`src/rtl/uart_rx_fifo.sv`:
```
// UART receiver: 16x oversampled 8N1 deframer feeding a show-ahead FIFO.
// Framing errors and overruns are reported through sticky flags.
module uart_rx_fifo #(
    parameter int clk_freq = 50000000,
    parameter int baud     = 115200,
    parameter int AW       = 4
) (
    input  logic          clk,
    input  logic          rst,
    input  logic          rxd,
    input  logic          rd,
    input  logic          clr_err,
    output logic [7:0]    drec,
    output logic          empty,
    output logic          full,
    output logic [AW:0]   count,
    output logic          busy,
    output logic          ferr,
    output logic          ovr
);
    localparam int DIV   = clk_freq / (baud * 16);
    localparam int DIVC  = (DIV < 1) ? 1 : DIV;
    localparam int DW    = (DIVC > 1) ? $clog2(DIVC) : 1;
    localparam int DEPTH = 2 ** AW;
    localparam logic [DW-1:0] DIV_LAST = DW'(DIVC - 1);
    localparam logic [AW:0]   FULL_CNT = (AW + 1)'(DEPTH);

    typedef enum logic [2:0] {
        IDLE, START, DATA, STOP, BRK
    } state_t;

    state_t        state_q, state_d;
    logic          sync1_q, sync2_q;
    logic [DW-1:0] div_q, div_d;
    logic [3:0]    t16_q, t16_d;
    logic [2:0]    bi_q, bi_d;
    logic [7:0]    shift_q, shift_d;
    logic          push_q, push_d;
    logic          ferr_q, ferr_d;
    logic          ovr_q, ovr_d;
    logic [AW-1:0] rp_q, rp_d;
    logic [AW-1:0] wp_q, wp_d;
    logic [AW:0]   cnt_q, cnt_d;
    logic [7:0]    mem [DEPTH];

    logic rx;
    logic tick;
    logic ferr_set;
    logic do_push;
    logic do_pop;

    assign rx      = sync2_q;
    assign tick    = (state_q != IDLE) && (div_q == DIV_LAST);
    assign empty   = (cnt_q == '0);
    assign full    = (cnt_q == FULL_CNT);
    assign count   = cnt_q;
    assign busy    = (state_q != IDLE);
    assign ferr    = ferr_q;
    assign ovr     = ovr_q;
    assign drec    = empty ? 8'h00 : mem[rp_q];
    assign do_push = push_q && !full;
    assign do_pop  = rd && !empty;

    // Bring the asynchronous line into the clock domain; idle level is high.
    always_ff @(posedge clk) begin
        if (rst) begin
            sync1_q <= 1'b1;
            sync2_q <= 1'b1;
        end else begin
            sync1_q <= rxd;
            sync2_q <= sync1_q;
        end
    end

    // Deframer next state: tick divider, bit timing and character assembly.
    always_comb begin
        state_d  = state_q;
        div_d    = div_q;
        t16_d    = t16_q;
        bi_d     = bi_q;
        shift_d  = shift_q;
        push_d   = 1'b0;
        ferr_set = 1'b0;
        if (state_q == IDLE || tick) begin
            div_d = '0;
        end else begin
            div_d = div_q + 1'b1;
        end
        unique case (state_q)
            IDLE: begin
                if (!rx) begin
                    state_d = START;
                    t16_d   = 4'd0;
                    div_d   = '0;
                end
            end
            START: begin
                if (tick) begin
                    if (t16_q == 4'd7) begin
                        if (!rx) begin
                            state_d = DATA;
                            t16_d   = 4'd0;
                            bi_d    = 3'd0;
                        end else begin
                            state_d = IDLE;
                        end
                    end else begin
                        t16_d = t16_q + 4'd1;
                    end
                end
            end
            DATA: begin
                if (tick) begin
                    t16_d = t16_q + 4'd1;
                    if (t16_q == 4'd15) begin
                        shift_d[bi_q] = rx;
                        bi_d          = bi_q + 3'd1;
                        if (bi_q == 3'd7) begin
                            state_d = STOP;
                        end
                    end
                end
            end
            STOP: begin
                if (tick) begin
                    t16_d = t16_q + 4'd1;
                    if (t16_q == 4'd15) begin
                        if (rx) begin
                            push_d  = 1'b1;
                            state_d = IDLE;
                        end else begin
                            ferr_set = 1'b1;
                            state_d  = BRK;
                        end
                    end
                end
            end
            BRK: begin
                if (rx) begin
                    state_d = IDLE;
                end
            end
            default: state_d = IDLE;
        endcase
    end

    // FIFO pointer/count update and sticky error flags.
    always_comb begin
        rp_d   = rp_q;
        wp_d   = wp_q;
        cnt_d  = cnt_q;
        ferr_d = (ferr_q && !clr_err) || ferr_set;
        ovr_d  = (ovr_q && !clr_err) || (push_q && full);
        if (do_push) begin
            wp_d = wp_q + 1'b1;
        end
        if (do_pop) begin
            rp_d = rp_q + 1'b1;
        end
        unique case ({do_push, do_pop})
            2'b10:   cnt_d = cnt_q + 1'b1;
            2'b01:   cnt_d = cnt_q - 1'b1;
            default: cnt_d = cnt_q;
        endcase
    end

    // State registers for deframer and FIFO control.
    always_ff @(posedge clk) begin
        if (rst) begin
            state_q <= IDLE;
            div_q   <= '0;
            t16_q   <= 4'd0;
            bi_q    <= 3'd0;
            shift_q <= 8'h00;
            push_q  <= 1'b0;
            ferr_q  <= 1'b0;
            ovr_q   <= 1'b0;
            rp_q    <= '0;
            wp_q    <= '0;
            cnt_q   <= '0;
        end else begin
            state_q <= state_d;
            div_q   <= div_d;
            t16_q   <= t16_d;
            bi_q    <= bi_d;
            shift_q <= shift_d;
            push_q  <= push_d;
            ferr_q  <= ferr_d;
            ovr_q   <= ovr_d;
            rp_q    <= rp_d;
            wp_q    <= wp_d;
            cnt_q   <= cnt_d;
        end
    end

    // Byte storage; contents are don't-care while empty, so no reset.
    always_ff @(posedge clk) begin
        if (do_push) begin
            mem[wp_q] <= shift_q;
        end
    end
endmodule

```
`config.mk`:
```
export PLATFORM = sky130hd
export DESIGN_NAME = uart_rx_fifo
export DESIGN_NICKNAME = d
export VERILOG_FILES = /design/src/rtl/uart_rx_fifo.sv
export SDC_FILE = /design/constraint.sdc
export NUM_CORES = 1
export LEC_CHECK = 0
export CORE_UTILIZATION = 47
export DETAILED_ROUTE_END_ITERATION = 6
export DONT_BUFFER_PORTS = 1
export GPL_TIMING_DRIVEN = 0
export SKIP_LAST_GASP = 1
export SLEW_MARGIN = 20
export SYNTH_ARGS = -nofsm -noshare
export SYNTH_HDL_FRONTEND = slang
export SYNTH_SLANG_ARGS = --single-unit
```
`constraint.sdc`:
```
create_clock -name clk -period 5.45 [get_ports clk]
set_input_delay 0.545 -clock clk [delete_from_list [all_inputs] [get_ports clk]]
set_output_delay 0.545 -clock clk [all_outputs]
set_load 0.03 [all_outputs]
```
# Word-level counts from Yosys, hierarchy flattened
# Memory sizes are Yosys's and may differ from the RTL's. A register that Yosys moved wholly into a read port is not among the register bits.
# Index checks and enable logic that the tools add are counted.
dict set report word_totals {
  inputBits 5
  wordCells 113
  ramBits 128
  register_bits 41
  memories 1
}
dict set report op_classes {
  n_mux 40
  n_reduce_logical 25
  n_lt_le_gt_ge 2
  eq_ne 22
  n_bitwise 3
  addsub 7
}
# memory depth width read_ports rd_clocked_by_memory_dff wr line
set mem_list {}
lappend mem_list {mem 16 8 1 1 1 44} ;# logic [7:0] mem [DEPTH];
# op n
set op_table {}
lappend op_table {{3-bit 2-to-1 mux} 15}
lappend op_table {{4-bit 2-to-1 mux} 6}
lappend op_table {{2-bit != test (second input constant)} 10}
lappend op_table {{5-bit 2-to-1 mux} 3}
lappend op_table {{3-bit one-hot mux with 5 select lines} 1}
lappend op_table {{4-bit by 1-bit adder with 4-bit output (second input constant)} 3}
lappend op_table {{4-bit one-hot mux with 3 select lines} 1}
lappend op_table {{5-bit by 1-bit adder with 5-bit output (second input constant)} 2}
lappend op_table {{5-bit == test (second input constant)} 2}
lappend op_table {{5-bit one-hot mux with 2 select lines} 1}
lappend op_table {{9-bit AND reduction} 1}
lappend op_table {{8-bit bitwise mux} 1}
lappend op_table {{1-bit 2-to-1 mux} 8}
lappend op_table {{8-bit 2-to-1 mux} 1}
lappend op_table {{1-bit logical AND} 7}
lappend op_table {{3-bit by 2-bit == test with 1-bit output (second input constant)} 2}
lappend op_table {{3-bit == test (second input constant)} 2}
lappend op_table {{3-bit one-hot mux with 2 select lines} 1}
lappend op_table {{3-bit AND reduction} 2}
lappend op_table {{6-bit AND reduction} 1}
lappend op_table {{3-bit nonzero test} 2}
lappend op_table {{5-bit zero test} 1}
lappend op_table {{5-bit by 1-bit subtractor with 5-bit output (second input constant)} 1}
lappend op_table {{4-bit by 3-bit == test with 1-bit output (second input constant)} 1}
lappend op_table {{other kinds (17)} 24}

# Longest topological paths before layout
# Gate-level depths: netlist (run 1).
dict set report depth {
  ltp_word 6
  ltp_mapped 12
}

# Worst setup path after synthesis (run 1)
# OpenSTA, ideal clock, no wires.
dict set report synth_timing {
  path_kind {reg-to-reg}
  from {register cnt_q[2], in the netlist count[2]}
  to {register cnt_q[4], in the netlist count[4]}
  required_ps 5335
  period_less_slack_ps 2914
  t_arrival_ps 2798
  slack_ps 2536
  stages_incl_launch_ff 13
  cell_sequence {dfxtp_1 buf_4 nor4_4 a21boi_2 inv_1 ha_1 buf_6 xor2_1 ha_1 o211ai_1 a211oi_1 or4_1 and3_1}
}
dict set report synth_via {
  elab_chain_len 5
  elab_cells_between_ends 12
  classes_between {add/sub (2); eq/ne (3); mux (1); reduce/logical (6)}
}
# element line
set synth_lines {}
lappend synth_lines {{start: declaration} 43} ;# logic [AW:0] cnt_q, cnt_d;
lappend synth_lines {{start signal: assignment} 192} ;# cnt_q <= cnt_d;
lappend synth_lines {{5-bit == test or 5-bit zero test (tied branches)} {55, 54}}
lappend synth_lines {{1-bit zero test (on tied branches)} {61, 62}}
lappend synth_lines {{1-bit logical AND (on tied branches)} {61, 62}}
lappend synth_lines {{2-bit by 1-bit == test with 1-bit output or 2-bit == test (tied branches)} 160} ;# unique case ({do_push, do_pop})
lappend synth_lines {{5-bit one-hot mux with 2 select lines or 2-bit nonzero test (tied branches)} --}
# Parallel ways exist; a longest one is shown, timed or not.
# A chain may end at the register's enable or synchronous reset.

# Final worst setup path (run 1)
# Same ends and word-level chain as after synthesis.

==> results by group, run 1 <==
Worst setup path
  – Family with the most delay on the worst path: compound AO/OA/AOI/OAI gates
  – Worst reg2reg setup slack: 2230 ps
  – CP Class: flip-flop to flip-flop
  – R2R depth: 12
  – Required time worst endpoint: 5760 ps
  – Crit path DAT: 3530 ps
  – Cells along the critical path: buf_4 -> nor4_4 -> a21boi_2 -> inv_1 -> ha_1 -> buf_6 -> xor2_1 -> ha_1 -> o31a_2 -> nor4b_1 -> o31ai_1 -> and3_1
  – Worst Setup End Kind: flip-flop
  – R2R Path Start: count[2]
  – Worst Path Buf+Inv: 3
  – Worst setup SP type: flip-flop
  – Peak fanout along the critical path: 10
  – Crit-path most repeated cell: ha_1
  – CP max stage delay: 510 ps
  – R2r endpoint: count[4]
  – Highest-delay cell along the critical path: dfxtp_1

Clocking
  – CTS Sinks: 173
  – Post-CTS setup buffer count: 0
  – Post_cts resized: 0
  – CTS clk-pin slew, worst paths: 60 ps
  – Clk Tree Root Cell: clkbuf_16
  – Later-pin clock latency in the skew report: 420 ps
  – Hold Buf Count CTS: 0
  – H-tree Lvls: 4
  – Max clock buf depth: 2
  – CTS tree: built
  – Total CTS buffers: 17

Min path
  – HP Class: primary input to flip-flop
  – Hold Path End: sync1_q
  – WHS Path Cells: 1
  – Hold path start: rxd

GRT
  – First-pass GRT wire length: 22070 um
  – Gr usage total: 0.1904
  – Vias in the first global route: 4012
  – Initial antenna violation count: 0
  – Gr ovfl total: 0
  – Largest net degree at the start of global routing: 18

Pwr
  – Maximum VDD drop: 0.2044 mV
  – Power Density: 321.0 nW/um^2
  – Leakage Power: 0.002278 uW

Final layout
  – Number of fill cells: 1196
  – Area taken by multi-input logic gates: 2292 sq um
  – Most common cell after layout, fill and taps aside: edfxtp_1
  – Area Overhead vs Synth: 11.46%
  – Share of post-route cells with drive strength above 1: 0.1677
  – Nets: 512
  – Most frequent cells in the layout: 128 x edfxtp_1, 45 x nor2_1, 45 x dfxtp_1
  – FF+latch area: 4745 sq um
  – Ant. Diodes: 0

STA
  – Post-route setup slack: 2227 ps
  – Final worst-path cycle share: 0.5914
  – Worst slew pin tran: 851.2 ps
  – Max Fclk: 310.3 MHz
  – Setup Viol. Count Final: 0
  – Min Tclk post-route: 3223 ps
  – Slew Viols, Final: 0
  – Skew final: 6.288 ps
  – Final Hold Fails: 0
  – Setup repair after global routing missed its margin: false
  – Setup TNS Final: 0 ps
  – Relative slew margins: 0.4305

Drt
  – DRC: 2
  – Drt pass-1 iters: 6
  – Wire length per cell: 19.74 um
  – Drt via density: 5.686
  – Detail Route Antenna Nets: 0
  – Vias post-DR: 3929
  – Drt first-iter violations: 268
  – Drt total wl: 13640 um

Synthesis
  – Synth Instances: 475
  – Syn Nets: 493
  – Top_reg_cell synth: edfxtp_1
  – Yosys reg bits: 173
  – Seq/Total Area, Yosys: 0.6612
  – Post-synth EDFFs: 128
  – Yosys cell types: 54
  – Syn_area_per_cell: 15.11 sq um
  – Cell Area, Synth: 7176 sq um
  – Async SR Flop Fraction: 0
  – Yosys Warn Count: 0

Floorplan
  – # IOs: 23
  – FP Rows: 44
  – Initial core utilization: 0.4882
  – Die Y: 125.6 um
  – Die X: 125.6 um
  – Die area: 15770 sq um
  – Core area: 14700 sq um

Placement
  – Setup Slack @ Placement: 2217 ps
  – DP HPWL: 9110 um
  – Gpl congestion: 0.8075
  – Port Buf Inserts: 0

Status
  – Failing checks: design-rule violations
  – Outcome: finished with violations

Run
  – Max Cap Violations: 0
## cell usage after synthesis, types with 2 or more instances
library cell	instances	area share
a211o_1	2	0.0024
a211oi_1	2	0.0021
a21boi_2	2	0.0031
a21oi_1	10	0.0070
a22o_1	3	0.0037
buf_1	4	0.0021
buf_2	7	0.0049
buf_6	2	0.0031
clkbuf_1	9	0.0047
dfxtp_1	45	0.13
edfxtp_1	128	0.54
ha_1	13	0.023
inv_1	12	0.0063
mux2_2	2	0.0031
mux2i_1	19	0.027
mux4_2	32	0.10
nand2_1	23	0.012
nand2b_1	7	0.0061
nand3_1	18	0.013
nand3b_1	2	0.0021
nand4_1	2	0.0017
nor2_1	45	0.024
nor2b_1	4	0.0035
nor3_1	8	0.0056
nor3b_1	2	0.0021
nor4_1	4	0.0035
nor4b_1	2	0.0024
o211ai_1	4	0.0042
o21ai_0	12	0.0084
o22ai_1	9	0.0078
o31ai_1	2	0.0021
or2_2	3	0.0026
or3_1	2	0.0017
or4_1	2	0.0021
xnor2_1	6	0.0073
xor2_1	8	0.0098
## state kept, by name, indices dropped and copies added, names as in the netlist, 3 cells and up, named ones only
register and cells:
state_q 3, bi_q 3, div_q 5, count 5, mem 128, shift_q 8, rp_q 4, wp_q 4
t16_q 4
## final cells by class
cell class                      count  share of cell area
Buffer                             23             0.01424
Inverter                           12            0.005632
Tap cell                          184             0.02879
Multi-Input combinational cell    267              0.2866
Clock inverter                      5            0.003129
Sequential cell                   173              0.5932
Clock buffer                       27             0.06837
## report_power, final
part | internal [uW] | switching, uW
combinational | 5.82 | 13.9
sequential | 1400 | 1.74
clock | 687 | 462
## logic make-up after synthesis
kind of cell / share of synthesized area
compound gates: 0.05022
simple gates: 0.09660
mux: 0.1301
fa+ha+maj: 0.02267
flops: 0.6612
xor+xnor: 0.01709
buf+inv: 0.02214
## worst reg2reg max path, delay by kind of cell, from the launching register on
family / cells / cell delay [ps]
AO/OA/AOI/OAI: 3 / 870
XOR/XNOR: 1 / 140
buffers and inverters: 3 / 480
adder cells (fa/ha/maj): 2 / 490
AND/OR/NAND/NOR: 3 / 660
flip-flops: 1 / 510
## layer usage
layer / wire length [um] / GRT usage / part of all wire
met5: 0 / 0 / 0
met4: 121 / 0.06815 / 0.0089
met3: 530 / 0.04450 / 0.039
met2: 6639 / 0.3003 / 0.49
met1: 6347 / 0.2590 / 0.47
## how the worst max path moves through the flow
| stage | start | end | slack [ps] | cells past startpoint |
|---|---|---|---|---|
| 2_1_floorplan | count[2] | count[4] | 2540 | 12 |
| 3_3_place_gp | count[1] | count[4] | 2290 | 11 |
| 3_5_place_dp | count[2] | count[4] | 2220 | 12 |
| 4_1_cts | count[2] | count[4] | 2210 | 12 |
| 5_1_grt | count[2] | count[4] | 1990 | 12 |
| 6_report | count[2] | count[4] | 2230 | 12 |
## stage by stage
step,power (uW),utilization,instance area [sq um],hold slack (ps),std cells
floorplan,1441,-,7176,389.5,475
CTS,2592,0.5441,7998,210.1,691
global route,2648,0.5441,7998,215.7,691
detailed placement,1446,0.5052,7426,396.5,659
finish,2567,0.5441,7998,232.4,691
global placement,1446,0.5038,7406,395.8,659
Power figures use the tool's default switching activity.
==> run 2, diff against run 1 <==
==> constraint.sdc (replaced) <==
create_clock -name clk -period 2.75 [get_ports clk]
set_input_delay 0.275 -clock clk [delete_from_list [all_inputs] [get_ports clk]]
set_output_delay 0.275 -clock clk [all_outputs]
set_load 0.03 [all_outputs]
==> run 2 against run 1 <==
Against the previous run:
- the flow still finishes with violations (design-rule violations)
- total power is 100% higher
- core utilization is 1.7 points higher
- final area is 3.1% higher
- sequential power is 98% higher
- register-to-register slack worse by 2200 ps
- critical path depth is 1 higher
- largest power group unchanged
- highest routed layer unchanged
==> results by group, run 2 (synthesis gave the netlist of run 1 again) <==
Status
  – Outcome: finished with violations
  – Failing checks: design-rule violations

GRT
  – First-pass GRT wire length: 22640 um (+2.6%)
  – Gr ovfl total: 0 (unchanged)
  – Vias in the first global route: 4076 (+1.6%)
  – Initial antenna violation count: 0 (unchanged)
  – Largest net degree at the start of global routing: 18 (unchanged)
  – Gr usage total: 0.1950 (+0.004582)

Final layout
  – Number of fill cells: 1165 (-2.6%)
  – Nets: 525 (+2.5%)
  – Ant. Diodes: 0 (unchanged)
  – Max FFs per register: 128 (unchanged)
  – Biggest regs: mem (128), shift_q (8)
  – Most frequent cells in the layout: 128 x edfxtp_1, 45 x nor2_1, 40 x dfxtp_1
  – Most common cell after layout, fill and taps aside: edfxtp_1
  – Design Area, Final: 8244 sq um (+3.1%)
  – Share of post-route cells with drive strength above 1: 0.2346 (+0.06696)
  – Area Overhead vs Synth: 14.89%
  – Biggest register: mem

Drt
  – Drt pass-1 iters: 6 (unchanged)
  – Vias post-DR: 4079 (+3.8%)
  – Drt total wl: 14190 um (+4.0%)
  – Drt first-iter violations: 318 (+19%)
  – Wire length per cell: 20.15 um (+2.1%)
  – DRC: 2 (unchanged)
  – Drt via density: 5.794 (+1.9%)
  – Detail Route Antenna Nets: 0 (unchanged)

Placement
  – Setup Slack @ Placement: -282.8 ps (-2500 ps)
  – Gpl congestion: 0.8279 (+2.5%)
  – DP HPWL: 9275 um (+1.8%)
  – Port Buf Inserts: 0 (unchanged)
  – Placed cell area: 7437 sq um (+0.15%)

Clocking
  – CTS Sinks: 173 (unchanged)
  – CTS clk-pin slew, worst paths: 60 ps (about the same)
  – CTS tree: built
  – H-tree Lvls: 4 (unchanged)
  – Total CTS buffers: 17 (unchanged)
  – Clk Tree Root Cell: clkbuf_16
  – Max clock buf depth: 2 (unchanged)
  – Later-pin clock latency in the skew report: 420 ps (about the same)

Worst setup path
  – Worst reg2reg setup slack: 8 ps (-2220 ps)
  – Crit path DAT: 3060 ps (-470 ps)
  – Worst setup SP type: flip-flop
  – R2r endpoint: count[4]
  – Peak fanout along the critical path: 7 (-3)
  – R2R Path Start: count[2]
  – Required time worst endpoint: 3060 ps (-2700 ps)
  – R2R depth: 13 (+1)
  – CP Class: flip-flop to flip-flop
  – Worst Setup End Kind: flip-flop

Floorplan
  – FP Rows: 44 (unchanged)
  – Die area: 15770 sq um (unchanged)
  – Die Y: 125.6 um (unchanged)
  – Die X: 125.6 um (unchanged)
  – # IOs: 23 (unchanged)
  – Core area: 14700 sq um (unchanged)
  – Initial core utilization: 0.4882 (unchanged)

Run
  – Max Cap Violations: 0 (unchanged)

STA
  – Final worst-path cycle share: 0.9972 (+0.4059)
  – Relative slew margins: 0.3563 (-0.07416)
  – Worst slew pin tran: 962.0 ps (+110.8 ps)
  – Max Fclk: 364.6 MHz (+18%)
  – Final Hold Fails: 0 (unchanged)
  – Slew Viols, Final: 0 (unchanged)
  – Skew final: 4.244 ps (-2.043 ps)
  – Min Tclk post-route: 2742 ps (-480.5 ps)
  – Setup Viol. Count Final: 0 (unchanged)
  – Setup repair after global routing missed its margin: true
  – Post-route setup slack: 7.573 ps (-2219 ps)
  – Setup TNS Final: 0 ps (unchanged)

Min path
  – HP Class: primary input to flip-flop
  – Hold path start: clr_err
  – WHS Path Cells: 2 (+1)
  – Hold Path End: ferr

Pwr
  – Net Sw Frac: 0.1837 (-0.002412)
  – Logic gate share of total power: 0.008 (about the same)
  – Power Density: 622.6 nW/um^2 (+94%)
  – Psw: 942.6 uW (+97%)
  – Internal: 4190 uW (+100%)
  – Clk pwr share: 0.452 (+0.004)
  – Sequential power share: 0.540 (-0.005)
  – Maximum VDD drop: 0.4602 mV (+130%)
  – Leakage Power: 0.002393 uW (+5.0%)
## run 2: changes by cell type in the layout (fill, tap and decap cells not counted), sizes merged
cell / previous run / this run
clkbuf: 36 / 38
buf: 14 / 24
dlygate4sd3: 0 / 1
clkinv: 4 / 5
inv: 13 / 12
## run 2: through the flow
step	utilization	total power (uW)	hold WS, ps	std cells
2_1_floorplan	-	2856	378.8	475
3_3_place_gp	0.5046	2865	379.6	659
3_5_place_dp	0.5060	2867	389.8	659
4_1_cts	0.5505	5187	31.72	694
5_1_grt	0.5609	5288	46.68	704
6_report	0.5609	5133	54.45	704
## run 2: how the worst max path moves through the flow
stage | slack [ps] | to | start
floorplan | 8 | count[4] | count[2]
global placement | -220 | count[4] | count[2]
detailed placement | -280 | count[4] | count[2]
CTS | -70 | count[4] | count[2]
global route | -90 | count[4] | count[2]
finish | 8 | count[4] | count[2]
## run 2: worst max-delay path: stages (launching register included)
cell and delay [ps]:
dfxtp_4 380, buf_8 130, nor4_4 340, buf_4 190, a21boi_4 60, inv_2 80, ha_4 150, buf_6 120
xor2_1 150, ha_2 220, o31a_4 140, nor4b_4 40, or4_1 450, and3_1 170
## run 2: area by class of cell
cell class / instances / area [sq um] / share of cell area
Inverter: 12 / 45.04 / 0.005464
Tap cell: 184 / 230.2 / 0.02793
Buffer: 22 / 126.4 / 0.01533
Timing Repair Buffer: 14 / 107.6 / 0.01305
Clock buffer: 27 / 568.0 / 0.06890
Clock inverter: 5 / 22.52 / 0.002732
Sequential cell: 173 / 4753 / 0.5766
Multi-Input combinational cell: 267 / 2391 / 0.2900
## run 2: power by group through the flow
stage                     Combinational (uW)  Sequential (uW)  Clock (uW)
after floorplan                         30.1             2830           0
after global placement                  38.6             2830           0
after detailed placement                39.7             2830           0
after CTS                               40.9             2770        2380
after global routing                    45.4             2770        2470
final                                   41.0             2770        2320
## run 2: routing by layer
metal  track usage  part of all wire  vias to the layer above
met4       0.07102             0.015                        0
met2        0.3131              0.49                      112
met5             0                 0                        -
met3       0.04236             0.056                       19
met1        0.2620              0.44                     2064
li1              -                 -                     1884
## run 2: repair_timing
action | 4_1_cts | 5_1_grt
endpoints found under the hold margin | 1 | 0
gates resized for setup | 10 | 17
setup buffers | 2 | 11
setup endpoints to repair | 8 | 6
pin swaps | 2 | 5
hold buffers | 1 | 0
